**config.mk**
```make
export PLATFORM = sky130hd
export DESIGN_NAME = traffic_light_monitor_flat
export DESIGN_NICKNAME = d
export VERILOG_FILES = /design/src/rtl/traffic_light_monitor_pkg.sv /design/src/rtl/traffic_light_monitor_if.sv /design/src/rtl/lamp_decoder.sv /design/src/rtl/traffic_light_monitor.sv /design/src/flat_wrapper.sv
export SDC_FILE = /design/constraint.sdc
export NUM_CORES = 1
export LEC_CHECK = 0
export CORE_MARGIN = 2
export CORE_UTILIZATION = 55
export CTS_CLUSTER_DIAMETER = 200
export DETAILED_ROUTE_END_ITERATION = 12
export PLACE_DENSITY = 0.82
export SETUP_SLACK_MARGIN = 0.1
export SYNTH_ARGS = -nofsm -noshare
export SYNTH_HDL_FRONTEND = slang
export SYNTH_SLANG_ARGS = --single-unit
```
**constraint.sdc**
```tcl
create_clock -name clk -period 6.1 [get_ports clk]
set_clock_uncertainty 0.2 [all_clocks]
set_input_delay 0.61 -clock clk [delete_from_list [all_inputs] [get_ports clk]]
set_output_delay 0.61 -clock clk [all_outputs]
set_load 0.05 [all_outputs]
```
**src/rtl/traffic_light_monitor_pkg.sv**
```systemverilog
// Shared definitions for the traffic light monitor: phase encoding,
// fault codes, default phase lengths and the transition legality table.
package traffic_light_monitor_pkg;

    localparam int unsigned PHASE_W = 3;
    localparam int unsigned FCODE_W = 3;
    localparam int unsigned DWELL_W = 3;
    localparam int unsigned CYC_W   = 8;

    localparam int unsigned G_LEN_DEF = 4;
    localparam int unsigned R_LEN_DEF = 3;
    localparam int unsigned Y_LEN_DEF = 1;

    typedef enum logic [PHASE_W-1:0] {
        PH_G_R  = 3'd0,
        PH_Y_R  = 3'd1,
        PH_R_G  = 3'd2,
        PH_R_Y  = 3'd3,
        PH_Y_Y  = 3'd4,
        PH_DARK = 3'd5,
        PH_BAD  = 3'd7
    } phase_e;

    typedef enum logic [FCODE_W-1:0] {
        FC_NONE       = 3'd0,
        FC_PATTERN    = 3'd1,
        FC_TRANSITION = 3'd2,
        FC_SHORT      = 3'd3,
        FC_LONG       = 3'd4
    } fault_code_e;

    // Lamp bundle, head A in the upper three bits.
    typedef struct packed {
        logic a_green;
        logic a_yellow;
        logic a_red;
        logic b_green;
        logic b_yellow;
        logic b_red;
    } lamps_t;

    // Phases of the normal green/yellow/red rotation.
    function automatic logic is_normal(input phase_e p);
        return (p == PH_G_R) || (p == PH_Y_R) || (p == PH_R_G) || (p == PH_R_Y);
    endfunction

    // Phases of the blink pattern.
    function automatic logic is_blink(input phase_e p);
        return (p == PH_Y_Y) || (p == PH_DARK);
    endfunction

    // Allowed phase changes; the mode is the one seen alongside the old phase.
    function automatic logic legal_step(input phase_e from_ph, input phase_e to_ph,
                                        input logic blink);
        logic ok;
        ok = 1'b0;
        if (!blink) begin
            case (from_ph)
                PH_G_R:                   ok = (to_ph == PH_Y_R);
                PH_Y_R:                   ok = (to_ph == PH_R_G);
                PH_R_G:                   ok = (to_ph == PH_R_Y);
                PH_R_Y, PH_Y_Y, PH_DARK:  ok = (to_ph == PH_G_R);
                default:                  ok = 1'b0;
            endcase
        end else begin
            case (from_ph)
                PH_G_R, PH_Y_R, PH_R_G, PH_R_Y: ok = (to_ph == PH_Y_Y);
                PH_Y_Y:                         ok = (to_ph == PH_DARK);
                PH_DARK:                        ok = (to_ph == PH_Y_Y);
                default:                        ok = 1'b0;
            endcase
        end
        return ok;
    endfunction

endpackage

```
**src/rtl/traffic_light_monitor_if.sv**
```systemverilog
// Observation bus of the monitor.
//   master: drives mode and six lamp lines, reads the monitor results
//   slave : the monitor; reads lamps/mode, drives phase, fault,
//           fault_code and cycles_done
interface traffic_light_monitor_if;
    import traffic_light_monitor_pkg::*;

    logic               modo;
    logic               A_green;
    logic               A_yellow;
    logic               A_red;
    logic               B_green;
    logic               B_yellow;
    logic               B_red;
    logic [PHASE_W-1:0] phase;
    logic               fault;
    logic [FCODE_W-1:0] fault_code;
    logic [CYC_W-1:0]   cycles_done;

    modport master (
        output modo, A_green, A_yellow, A_red, B_green, B_yellow, B_red,
        input  phase, fault, fault_code, cycles_done
    );

    modport slave (
        input  modo, A_green, A_yellow, A_red, B_green, B_yellow, B_red,
        output phase, fault, fault_code, cycles_done
    );

endinterface

```
**src/rtl/lamp_decoder.sv**
```systemverilog
// Combinational lamp-pattern decoder.
//   lamps_i   : six lamp lines of heads A and B
//   phase_c_o : decoded phase, PH_BAD for any unlisted pattern
module lamp_decoder
    import traffic_light_monitor_pkg::*;
(
    input  lamps_t lamps_i,
    output phase_e phase_c_o
);

    always_comb begin
        phase_c_o = PH_BAD;
        case (lamps_i)
            6'b100_001: phase_c_o = PH_G_R;
            6'b010_001: phase_c_o = PH_Y_R;
            6'b001_100: phase_c_o = PH_R_G;
            6'b001_010: phase_c_o = PH_R_Y;
            6'b010_010: phase_c_o = PH_Y_Y;
            6'b000_000: phase_c_o = PH_DARK;
            default:    phase_c_o = PH_BAD;
        endcase
    end

endmodule

```
**src/rtl/traffic_light_monitor.sv**
```systemverilog
// Traffic light controller monitor: decodes the lamps every cycle, tracks
// how long each phase has been held, and flags pattern, transition and
// timing violations with a sticky first-fault code.
//   clk   : rising-edge clock
//   reset : asynchronous, active-low
//   bus   : slave side of traffic_light_monitor_if (lamps/mode in,
//           phase/fault/fault_code/cycles_done out, all registered)
module traffic_light_monitor
    import traffic_light_monitor_pkg::*;
#(
    parameter int unsigned G_LEN = G_LEN_DEF,
    parameter int unsigned R_LEN = R_LEN_DEF,
    parameter int unsigned Y_LEN = Y_LEN_DEF
) (
    input logic                    clk,
    input logic                    reset,
    traffic_light_monitor_if.slave bus
);

    localparam logic [DWELL_W-1:0] G_LEN_W = DWELL_W'(G_LEN);
    localparam logic [DWELL_W-1:0] R_LEN_W = DWELL_W'(R_LEN);
    localparam logic [DWELL_W-1:0] Y_LEN_W = DWELL_W'(Y_LEN);
    localparam logic [DWELL_W-1:0] DWELL_MAX = '1;

    function automatic logic [DWELL_W-1:0] phase_len(input phase_e p);
        logic [DWELL_W-1:0] len;
        case (p)
            PH_G_R:  len = G_LEN_W;
            PH_R_G:  len = R_LEN_W;
            default: len = Y_LEN_W;
        endcase
        return len;
    endfunction

    lamps_t lamps_c;
    phase_e dec_c;

    assign lamps_c = {bus.A_green, bus.A_yellow, bus.A_red,
                      bus.B_green, bus.B_yellow, bus.B_red};

    lamp_decoder u_lamp_decoder (
        .lamps_i   (lamps_c),
        .phase_c_o (dec_c)
    );

    phase_e             phase_q, phase_d;
    logic [DWELL_W-1:0] dwell_q, dwell_d;
    logic               modo_q, modo_d;
    // Clear until the first post-reset sample: the reset G_R is only an
    // expected predecessor, not an observed phase with a real dwell.
    logic               seen_q, seen_d;
    logic               fault_q, fault_d;
    logic [FCODE_W-1:0] fault_code_q, fault_code_d;
    logic [CYC_W-1:0]   cycles_q, cycles_d;

    logic        changed_c;
    logic        legal_c;
    logic        own_mode_c;
    logic        pattern_c;
    logic        trans_c;
    logic        short_c;
    logic        long_c;
    fault_code_e code_c;

    // State register.
    always_ff @(posedge clk or negedge reset) begin
        if (!reset) begin
            phase_q      <= PH_G_R;
            dwell_q      <= DWELL_W'(1);
            modo_q       <= 1'b0;
            seen_q       <= 1'b0;
            fault_q      <= 1'b0;
            fault_code_q <= FC_NONE;
            cycles_q     <= '0;
        end else begin
            phase_q      <= phase_d;
            dwell_q      <= dwell_d;
            modo_q       <= modo_d;
            seen_q       <= seen_d;
            fault_q      <= fault_d;
            fault_code_q <= fault_code_d;
            cycles_q     <= cycles_d;
        end
    end

    // Violation detection and next-state.
    always_comb begin
        phase_d      = dec_c;
        modo_d       = bus.modo;
        seen_d       = 1'b1;
        dwell_d      = DWELL_W'(1);
        fault_d      = fault_q;
        fault_code_d = fault_code_q;
        cycles_d     = cycles_q;
        code_c       = FC_NONE;

        changed_c  = (dec_c != phase_q);
        legal_c    = legal_step(phase_q, dec_c, modo_q);
        own_mode_c = (is_normal(phase_q) && !modo_q) || (is_blink(phase_q) && modo_q);
        pattern_c  = (dec_c == PH_BAD);
        trans_c    = changed_c && !legal_c;
        // Leaving blink for G_R is a mode switch and is never short; entering
        // Y_Y from a normal phase happens only with modo_q=1 and is skipped too.
        short_c    = changed_c && legal_c && seen_q &&
                     ((!modo_q && is_normal(phase_q) && (dwell_q < phase_len(phase_q))) ||
                      (is_blink(phase_q) && (dec_c != PH_G_R) && (dwell_q < Y_LEN_W)));
        // The new sample would push the dwell past the phase length.
        long_c     = !changed_c && seen_q && own_mode_c && (dwell_q >= phase_len(phase_q));

        if (seen_q && !changed_c) begin
            dwell_d = (dwell_q == DWELL_MAX) ? dwell_q : dwell_q + DWELL_W'(1);
        end

        if (pattern_c) begin
            code_c = FC_PATTERN;
        end else if (trans_c) begin
            code_c = FC_TRANSITION;
        end else if (short_c) begin
            code_c = FC_SHORT;
        end else if (long_c) begin
            code_c = FC_LONG;
        end

        if (!fault_q && (code_c != FC_NONE)) begin
            fault_d      = 1'b1;
            fault_code_d = code_c;
        end

        if ((phase_q == PH_R_Y) && (dec_c == PH_G_R) && !modo_q) begin
            cycles_d = cycles_q + CYC_W'(1);
        end
    end

    assign bus.phase       = phase_q;
    assign bus.fault       = fault_q;
    assign bus.fault_code  = fault_code_q;
    assign bus.cycles_done = cycles_q;

endmodule

```
**src/flat_wrapper.sv**
```systemverilog
// flat-port wrapper written by rule: the top's interface ports become plain ports
module traffic_light_monitor_flat import traffic_light_monitor_pkg::*;
#(
    parameter int unsigned G_LEN = G_LEN_DEF,
    parameter int unsigned R_LEN = R_LEN_DEF,
    parameter int unsigned Y_LEN = Y_LEN_DEF
)
  (clk, reset, bus_modo, bus_A_green, bus_A_yellow, bus_A_red, bus_B_green, bus_B_yellow, bus_B_red, bus_phase, bus_fault, bus_fault_code, bus_cycles_done);
  traffic_light_monitor_if bus_i ();
  input logic clk;
  input logic reset;
  input wire logic [$bits(bus_i.modo)-1:0] bus_modo;
  input wire logic [$bits(bus_i.A_green)-1:0] bus_A_green;
  input wire logic [$bits(bus_i.A_yellow)-1:0] bus_A_yellow;
  input wire logic [$bits(bus_i.A_red)-1:0] bus_A_red;
  input wire logic [$bits(bus_i.B_green)-1:0] bus_B_green;
  input wire logic [$bits(bus_i.B_yellow)-1:0] bus_B_yellow;
  input wire logic [$bits(bus_i.B_red)-1:0] bus_B_red;
  output wire logic [$bits(bus_i.phase)-1:0] bus_phase;
  output wire logic [$bits(bus_i.fault)-1:0] bus_fault;
  output wire logic [$bits(bus_i.fault_code)-1:0] bus_fault_code;
  output wire logic [$bits(bus_i.cycles_done)-1:0] bus_cycles_done;
  assign bus_i.modo = bus_modo;
  assign bus_i.A_green = bus_A_green;
  assign bus_i.A_yellow = bus_A_yellow;
  assign bus_i.A_red = bus_A_red;
  assign bus_i.B_green = bus_B_green;
  assign bus_i.B_yellow = bus_B_yellow;
  assign bus_i.B_red = bus_B_red;
  assign bus_phase = bus_i.phase;
  assign bus_fault = bus_i.fault;
  assign bus_fault_code = bus_i.fault_code;
  assign bus_cycles_done = bus_i.cycles_done;
  traffic_light_monitor #(.G_LEN(G_LEN), .R_LEN(R_LEN), .Y_LEN(Y_LEN)) u_core (.clk(clk), .reset(reset), .bus(bus_i));
endmodule
```
==> results.py, run 1 <==
metrics = {
    "yosys": {
        "synth_compound_area_share_pct": 16.0,
        "yosys.area_share.xor_xnor_pct": 7.38,
        "synth_area_leaders": "dfrtp_1 33%, ha_1 5.3%, xnor2_1 3.7%",
        "syn-cell-area_um2": 1420,
        "yosysWarnings": 0,
        "synth_top_area_share_pct": 33.4,
        "synth_simple_gate_area_share_pct": 29.4,
        "synth_top_family_by_area": "simple AND/OR/NAND/NOR gates",
        "synth.area.mux_share_pct": 2.99,
        "netlist-cell-type-count": 51,
        "yosys.area.top_type": "dfrtp_1",
        "seq_area_frac_synth_pct": 35.2,
        "syn_area_per_cell_um2": 9.43,
        "synth_edf_count": 0,
        "synth_cells": 151,
        "synthFlopType": "dfrtp_1",
        "synth_seq_cells": 20,
        "synth_fp_nets": 166,
        "asyncSetResetFlopFracSynth_pct": 100,
        "synth-adder-area-share_pct": 5.27,
    },
    "run": {
        "max_cap_viol_count": 0,
    },
    "clock_network": {
        "cts_tree": "yes",
        "clockRootBuffer": "clkbuf_4",
        "h-tree-depth": 1,
        "clock_latency_ns": 0.29,
        "numCtsBuffers": 3,
        "cts_setup_buffers": 0,
        "cts.sinks": 20,
        "cts_resized": 0,
        "clock_path_buffers": 2,
        "ctsHoldBuffers": 0,
        "path_clk_slew_ns": 0.11,
    },
    "cells_and_area": {
        "drive_gt1_share_pct": 8.77,
        "final_common_cell": "clkdlybuf4s50_1",
        "fin_cells": 201,
        "layout_common_cells": "23 x clkdlybuf4s50_1, 19 x dfrtp_1, 12 x nand2_1, 9 x nor2_1, 7 x nand3_1",
        "fin_nets": 187,
        "final_util_pct": 68.5,
        "area_growth_pct": 18.0,
        "antenna_cells": 0,
    },
    "place": {
        "port_buffers": 23,
        "place_congestion": 0.822,
        "dp_hpwl_mm": 2.35,
        "dp.cells": 197,
    },
    "critical_path": {
        "crit_fanout": 14,
        "worstSetupStartpointType": "input pin",
        "critical_path_class": "in -> reg",
        "cp-end-kind": "flop",
        "cp.arrival_ns": 3.18,
        "required_ns": 6.09,
    },
    "timing": {
        "post-route-min-period_ns": 3.19,
        "slew_headroom_pct": 43.3,
        "min_period_over_period_pct": 52.2,
        "drv_slew": 0,
        "timing.fmax_mhz": 314,
        "tightest_slew_ns": 0.847,
        "hold_viol": 0,
        "rsz0062_at_grt": "no",
        "fin_tns_setup_ns": 0,
        "setup_viol": 0,
    },
    "power_and_ir_drop": {
        "swShare_pct": 29.9,
        "p_leak_nw": 0.703,
        "ir_drop_mv": 0.178,
        "p_int_uw": 193,
        "combPwrFrac_pct": 23.4,
        "p_clk_share_pct": 23.4,
        "power.share.sequential_pct": 53.2,
        "powerDensity_nw_per_um2": 164,
        "switching_power_uw": 82.4,
    },
    "floorplan": {
        "start_util_pct": 58.0,
        "die_area_um2": 3010,
        "die_w_um": 54.9,
        "ioPinCount": 24,
        "core_region_area_um2": 2450,
        "fp-row-count": 18,
        "die_y_um": 54.9,
    },
    "routing": {
        "routedWlPerCell_um": 15.0,
        "viasPerCell": 6.08,
        "first_pass_iters": 4,
        "drt_wl_total_mm": 3.02,
        "postRouteAntennaNets": 0,
        "drtIter0Drc": 14,
        "route.detailed.drc": 0,
        "vias": 1222,
    },
    "global_routing": {
        "grt_max_degree": 21,
        "gr-usage-all-layers_pct": 23.2,
        "grt_pass1_vias": 1145,
        "overflow": 0,
        "grt_pass1_wl_mm": 4.97,
        "antenna_found_initial": 0,
    },
    "min_path": {
        "hold_class": "reg -> reg",
    },
    "outcome": {
        "status": "finished clean",
    },
}
cell usage after synthesis (all sizes together) (4+ instances only):
library cell  count
a21oi             5
and2              4
buf               4
dfrtp            19
ha                6
nand2            12
nand3             8
nor2              9
nor2b             5
nor3              4
o21ai             5
xnor2             6
xor2              6
power by group through the flow:
stage | combinational, mW | clock [mW] | sequential [mW]
5_1_grt | 0.0724 | 0.0722 | 0.147
3_5_place_dp | 0.0646 | 0 | 0.149
3_3_place_gp | 0.0615 | 0 | 0.148
2_1_floorplan | 0.0424 | 0 | 0.150
6_report | 0.0642 | 0.0645 | 0.146
4_1_cts | 0.0650 | 0.0659 | 0.146
layer usage:
layer / up-vias / wire length, um / GRT usage, % / share of wire, %
met5: - / 0 / 0 / 0
met4: 0 / 44 / 7.92 / 1.5
met3: 6 / 147 / 3.55 / 4.9
met2: 30 / 1510 / 40.5 / 50
met1: 589 / 1310 / 28.8 / 43
li1: 597 / - / - / -
worst paths after layout:
check / slack (ns) / cells after the start / start / endpoint
min in group asynchronous: 0.58 / 1 / reset / u_core.bus.phase[1]$_DFF_PN0_
hold reg to reg: 0.29 / 1 / u_core.bus.cycles_done[7]$_DFFE_PN0P_ / u_core.bus.cycles_done[7]$_DFFE_PN0P_
max in group asynchronous: 4.59 / 1 / reset / u_core.dwell_q[1]$_DFFE_PN0P_
setup / recovery: 2.91 / 8 / bus_B_yellow / u_core.bus.cycles_done[7]$_DFFE_PN0P_
setup reg to reg: 3.28 / 10 / u_core.bus.phase[1]$_DFF_PN0_ / u_core.bus.fault_code[0]$_DFFE_PN0P_
hold / removal: 0.29 / 1 / u_core.bus.cycles_done[7]$_DFFE_PN0P_ / u_core.bus.cycles_done[7]$_DFFE_PN0P_
worst max-delay path, stage by stage:
cell and delay (ns):
clkdlybuf4s50_1 0.64, and4bb_1 0.52, nand2_1 0.15, nor4_2 0.53, nand4_1 0.22, nor2_1 0.23, nand3_1 0.14, xnor2_1 0.14
kinds of logic (layout without fill, tap and decap cells):
group | count (synthesis) | after routing
AND/OR/NAND/NOR | 69 | 69
flip-flops | 20 | 20
AO/OA/AOI/OAI | 29 | 29
multiplexers | 4 | 4
XOR/XNOR | 12 | 12
other | 1 | 1
adder cells (fa/ha/maj) | 6 | 6
buffers and inverters | 10 | 30
state kept, by name (all words and copies together), names as in the netlist:
register,count
u_core.bus.fault,1
u_core.bus.phase,3
u_core.modo_q,1
u_core.seen_q,1
u_core.dwell_q,3
u_core.bus.cycles_done,8
u_core.bus.fault_code,3
metrics by stage:
step / area (um2) / power (mW) / hold slack (ns) / setup WS, ns
final: 1680 / 0.275 / 0.293 / 2.91
after global routing: 1680 / 0.292 / 0.323 / 2.68
after CTS: 1680 / 0.277 / 0.291 / 2.94
after detailed placement: 1650 / 0.213 / 0.274 / 2.62
after global placement: 1650 / 0.210 / 0.261 / 2.70
after floorplan: 1420 / 0.193 / 0.114 / 3.23
layout make-up:
class,instances,area (um2)
multi-input combinational,121,873
fill,207,774
sequential,20,502
inverter,3,11.3
tap,30,37.5
timing repair buffer,23,230
clock buffer,4,26.3
Power figures use the tool's default switching activity.
==> run 2: changes to the inputs <==
--- a/config.mk
+++ b/config.mk
@@ -6,10 +6,10 @@
 export NUM_CORES = 1
 export LEC_CHECK = 0
 export CORE_MARGIN = 2
-export CORE_UTILIZATION = 55
+export CORE_UTILIZATION = 53
 export CTS_CLUSTER_DIAMETER = 200
 export DETAILED_ROUTE_END_ITERATION = 12
-export PLACE_DENSITY = 0.82
+export PLACE_DENSITY = 0.8
 export SETUP_SLACK_MARGIN = 0.1
 export SYNTH_ARGS = -nofsm -noshare
 export SYNTH_HDL_FRONTEND = slang
==> constraint.sdc (replaced) <==
create_clock -name clk -period 3.03 [get_ports clk]
set_clock_uncertainty 0.2 [all_clocks]
set_input_delay 0.303 -clock clk [delete_from_list [all_inputs] [get_ports clk]]
set_output_delay 0.303 -clock clk [all_outputs]
set_load 0.05 [all_outputs]
==> results.py, run 2 (synthesis results as in run 1) <==
metrics = {
    "critical_path": {
        "critical_path_class": "reg -> reg",
        "cp.arrival_ns": 2.70,
        "critPathSlowestCell": "dfrtp_1",
        "r2r_start": "u_core.bus.phase[0]$_DFF_PN0_",
        "worstSetupStartpointType": "flop",
        "slowest_delay_ns": 0.50,
        "crit_fanout": 10,
        "r2r_end": "u_core.bus.fault_code[2]$_DFFE_PN0P_",
        "worstPathCellList": "or3_1 -> ha_1 -> nand2b_1 -> a21o_1 -> a21oi_1 -> nor3b_1 -> and4_1 -> and2_1 -> a211o_1",
        "cp-end-kind": "flop",
        "reg2reg_slack_ns": 0.33,
        "cp_top_family": "simple AND/OR/NAND/NOR gates",
        "required_ns": 3.03,
        "critPathBufInv": 0,
        "startpoint": "u_core.bus.phase[0]$_DFF_PN0_",
        "r2r_cells": 9,
    },
    "place": {
        "place_congestion": 0.929,
        "port_buffers": 23,
        "place_ws_ns": 0.0366,
        "place_area_um2": 1710,
        "dp_hpwl_mm": 2.30,
    },
    "cells_and_area": {
        "antenna_cells": 0,
        "finish.instance_area_um2": 1750,
        "drive_gt1_share_pct": 13.4,
        "layout_common_cells": "23 x clkdlybuf4s50_1, 19 x dfrtp_1, 12 x nand2_1, 9 x nor2_1, 8 x buf_4",
        "area_growth_pct": 22.9,
        "nFillCells": 203,
        "final_common_cell": "clkdlybuf4s50_1",
        "fin_nets": 195,
        "largest_reg_flops": 8,
    },
    "timing": {
        "fin_tns_setup_ns": 0,
        "slew_headroom_pct": 45.1,
        "setup_viol": 0,
        "timing.fmax_mhz": 370,
        "rsz0062_at_grt": "no",
        "drv_slew": 0,
        "post-route-min-period_ns": 2.70,
        "min_period_over_period_pct": 89.2,
        "hold_viol": 0,
        "worst_slack_ns": 0.329,
        "tightest_slew_ns": 0.822,
    },
    "clock_network": {
        "path_clk_slew_ns": 0.11,
        "clock_latency_ns": 0.30,
        "h-tree-depth": 1,
        "cts_resized": 0,
        "cts.sinks": 20,
        "clock_path_buffers": 2,
        "numCtsBuffers": 3,
        "cts_tree": "yes",
        "clockRootBuffer": "clkbuf_4",
        "ctsHoldBuffers": 0,
        "cts_setup_buffers": 0,
    },
    "min_path": {
        "min_to": "u_core.modo_q$_DFF_PN0_",
        "holdPathStages": 1,
        "hold_class": "in -> reg",
        "hold_start": "bus_modo",
    },
    "run": {
        "max_cap_viol_count": 0,
    },
    "global_routing": {
        "overflow": 0,
        "antenna_found_initial": 0,
        "grt_max_degree": 21,
        "gr-usage-all-layers_pct": 19.0,
        "grt_pass1_wl_mm": 4.87,
        "grt_pass1_vias": 1145,
    },
    "floorplan": {
        "die_w_um": 55.8,
        "start_util_pct": 56.4,
        "ioPinCount": 24,
        "fp-row-count": 18,
        "core_region_area_um2": 2520,
        "die_area_um2": 3120,
        "die_y_um": 55.8,
    },
    "outcome": {
        "status": "finished clean",
    },
    "power_and_ir_drop": {
        "ir_drop_mv": 0.417,
        "p_leak_nw": 0.748,
        "powerDensity_nw_per_um2": 333,
        "finalPower_uw": 583,
    },
    "routing": {
        "route.detailed.drc": 0,
        "postRouteAntennaNets": 0,
        "first_pass_iters": 4,
        "routedWlPerCell_um": 13.9,
        "drtIter0Drc": 44,
        "drt_wl_total_mm": 2.91,
        "viasPerCell": 5.92,
        "vias": 1237,
    },
}
==> run 2: cell count changes in the layout (fill, tap and decap cells not counted) <==
cell      before  now
clkbuf_8       0    1
buf_4          0    8
clkbuf_1       1    0
==> run 2: metrics by stage <==
step                      util [%]  hold WS (ns)  instances
after floorplan                  -        -0.193        151
after global placement        68.0         0.246        205
after detailed placement      68.0         0.256        205
after CTS                     69.4         0.227        209
after global routing          69.4         0.236        209
final                         69.4         0.237        209
==> run 2: worst max-delay path by stage <==
| stage | endpoint | cells past startpoint |
|---|---|---|
| detailed placement | u_core.bus.fault_code[0]$_DFFE_PN0P_ | 7 |
| CTS | u_core.bus.fault_code[2]$_DFFE_PN0P_ | 9 |
| floorplan | u_core.bus.fault_code[2]$_DFFE_PN0P_ | 10 |
| finish | u_core.bus.fault_code[2]$_DFFE_PN0P_ | 9 |
| global route | u_core.bus.fault_code[0]$_DFFE_PN0P_ | 8 |
| global placement | u_core.bus.fault_code[0]$_DFFE_PN0P_ | 8 |
==> run 2: report_power, final <==
part / total [mW] / internal [mW] / leakage, nW / switching, mW
Combinational: 0.139 / 0.0631 / 0.477 / 0.0758
Sequential: 0.292 / 0.279 / 0.250 / 0.0132
Clock: 0.152 / 0.0734 / 0.0210 / 0.0790
==> run 2: area by class of cell <==
cell class	instances	area, um2	share of cell area [%]
clock buffer	4	36.3	2.07
inverter	3	11.3	0.643
multi-input combinational	121	873	49.9
sequential	20	502	28.7
tap	30	37.5	2.14
timing repair buffer	31	290	16.6
==> run 2: worst register-to-register path: cells and delay by family (launching register included) <==
family                   cells  cell delay, ns
AO/OA/AOI/OAI                3            0.59
adder cells (fa/ha/maj)      1            0.28
flip-flops                   1            0.50
AND/OR/NAND/NOR              5            1.01
==> run 2: metal layers <==
metal  vias to the layer above  routed length [um]  global-route usage [%]
li1                        609                   -                       -
met3                         4                 145                    1.40
met2                        38                1360                    32.3
met4                         0                  40                    6.46
met5                         -                   0                       0
met1                       586                1370                    25.8
==> run 3: changes to the inputs <==
--- a/config.mk
+++ b/config.mk
@@ -10,6 +10,7 @@
 export CTS_CLUSTER_DIAMETER = 200
 export DETAILED_ROUTE_END_ITERATION = 12
 export PLACE_DENSITY = 0.8
+export REMOVE_ABC_BUFFERS = 1
 export SETUP_SLACK_MARGIN = 0.1
 export SYNTH_ARGS = -nofsm -noshare
 export SYNTH_HDL_FRONTEND = slang
==> results.py, run 3 (synthesis results as in run 1) <==
metrics = {
    "floorplan": {
        "core_region_area_um2": 2520,
        "die_y_um": 55.8,
        "die_area_um2": 3120,
        "start_util_pct": 56.4,
        "ioPinCount": 24,
        "die_w_um": 55.8,
        "fp-row-count": 18,
    },
    "cells_and_area": {
        "multi_input_area_um2": 873,
        "final_util_pct": 69.4,
        "drive_gt1_share_pct": 13.4,
        "seq_area_um2": 502,
        "layout_common_cells": "23 x clkdlybuf4s50_1, 19 x dfrtp_1, 12 x nand2_1, 9 x nor2_1, 8 x buf_4",
        "fin_cells": 209,
        "final_common_cell": "clkdlybuf4s50_1",
        "antenna_cells": 0,
        "largest_reg_flops": 8,
        "nFillCells": 210,
        "fin_nets": 195,
        "finish.instance_area_um2": 1750,
        "area_growth_pct": 22.9,
    },
    "critical_path": {
        "crit_fanout": 10,
        "r2r_start": "u_core.bus.phase[1]$_DFF_PN0_",
        "cp-end-kind": "flop",
        "worstSetupStartpointType": "input pin",
        "cp.arrival_ns": 2.66,
        "critical_path_class": "in -> reg",
        "required_ns": 3.03,
        "startpoint": "bus_B_yellow",
    },
    "power_and_ir_drop": {
        "p_leak_nw": 0.747,
        "powerDensity_nw_per_um2": 335,
        "ir_drop_mv": 0.413,
        "finalPower_uw": 587,
    },
    "clock_network": {
        "clock_latency_ns": 0.30,
        "clockRootBuffer": "clkbuf_4",
        "cts_resized": 0,
        "clock_path_buffers": 2,
        "path_clk_slew_ns": 0.11,
        "numCtsBuffers": 3,
        "h-tree-depth": 1,
        "cts.sinks": 20,
        "ctsHoldBuffers": 0,
        "cts_setup_buffers": 0,
        "cts_tree": "yes",
    },
    "routing": {
        "first_pass_iters": 4,
        "viasPerCell": 5.81,
        "vias": 1215,
        "postRouteAntennaNets": 0,
        "routedWlPerCell_um": 14.5,
        "route.detailed.drc": 0,
        "drtIter0Drc": 35,
        "drt_wl_total_mm": 3.02,
    },
    "place": {
        "port_buffers": 23,
        "dp.cells": 205,
        "dp_hpwl_mm": 2.37,
        "place_area_um2": 1710,
        "place_congestion": 0.954,
    },
    "global_routing": {
        "grt_pass1_vias": 1155,
        "antenna_found_initial": 0,
        "grt_max_degree": 21,
        "overflow": 0,
        "gr-usage-all-layers_pct": 21.1,
        "grt_pass1_wl_mm": 5.27,
    },
    "timing": {
        "slew_headroom_pct": 40.3,
        "setup_viol": 0,
        "rsz0062_at_grt": "no",
        "timing.fmax_mhz": 376,
        "post-route-min-period_ns": 2.66,
        "hold_viol": 0,
        "fin_tns_setup_ns": 0,
        "drv_slew": 0,
        "min_period_over_period_pct": 87.9,
        "tightest_slew_ns": 0.892,
    },
    "run": {
        "max_cap_viol_count": 0,
    },
    "min_path": {
        "hold_start": "bus_modo",
        "hold_class": "in -> reg",
    },
    "outcome": {
        "status": "finished clean",
    },
}
==> run 3: cell counts in the layout (fill, tap and decap cells not counted) <==
Identical to the previous run, type by type.
==> run 3: through the flow <==
step | hold WS (ns) | worst slack (ns)
final | 0.226 | 0.368
after global routing | 0.202 | 0.144
after CTS | 0.215 | 0.385
after detailed placement | 0.254 | 0.0506
after global placement | 0.256 | 0.102
after floorplan | -0.193 | 0.209
==> run 3: final cells by class <==
class,count,area share [%]
Tap cell,30,2.14
Multi-Input combinational cell,121,49.9
Sequential cell,20,28.7
Timing Repair Buffer,31,16.6
Clock buffer,4,2.07
Inverter,3,0.643
==> run 3: path summary, 6_finish.rpt <==
kind / end / slack (ns) / depth (start not counted)
max in group asynchronous: u_core.bus.phase[1]$_DFF_PN0_ / 1.80 / 1
min: u_core.modo_q$_DFF_PN0_ / 0.23 / 1
max reg2reg: u_core.bus.fault_code[2]$_DFFE_PN0P_ / 0.41 / 9
max: u_core.bus.fault_code[2]$_DFFE_PN0P_ / 0.37 / 8
min in group asynchronous: u_core.bus.phase[2]$_DFF_PN0_ / 0.29 / 1
min reg2reg: u_core.dwell_q[0]$_DFFE_PN1P_ / 0.27 / 1
==> run 3: power by group <==
group	leakage (nW)	internal [mW]	switching [mW]	total, mW
sequential	0.250	0.279	0.0124	0.291
combinational	0.476	0.0631	0.0774	0.141
clock	0.0210	0.0734	0.0816	0.155
total	0.747	0.415	0.171	0.587
==> run 3: worst max-delay path: stages <==
cell and delay, ns:
clkdlybuf4s50_1 0.64, and4bb_1 0.33, o21ai_0 0.36, and2_1 0.22
xnor2_1 0.17, and4_1 0.28, a211oi_2 0.07, a211o_1 0.30
==> run 3: per-layer routing <==
layer | vias up | track usage, % | share of wire (%)
met5 | - | 0 | 0
met4 | 0 | 2.04 | 0
met3 | 0 | 5.81 | 5.3
met2 | 27 | 34.2 | 48
met1 | 575 | 29.5 | 47
li1 | 613 | - | -
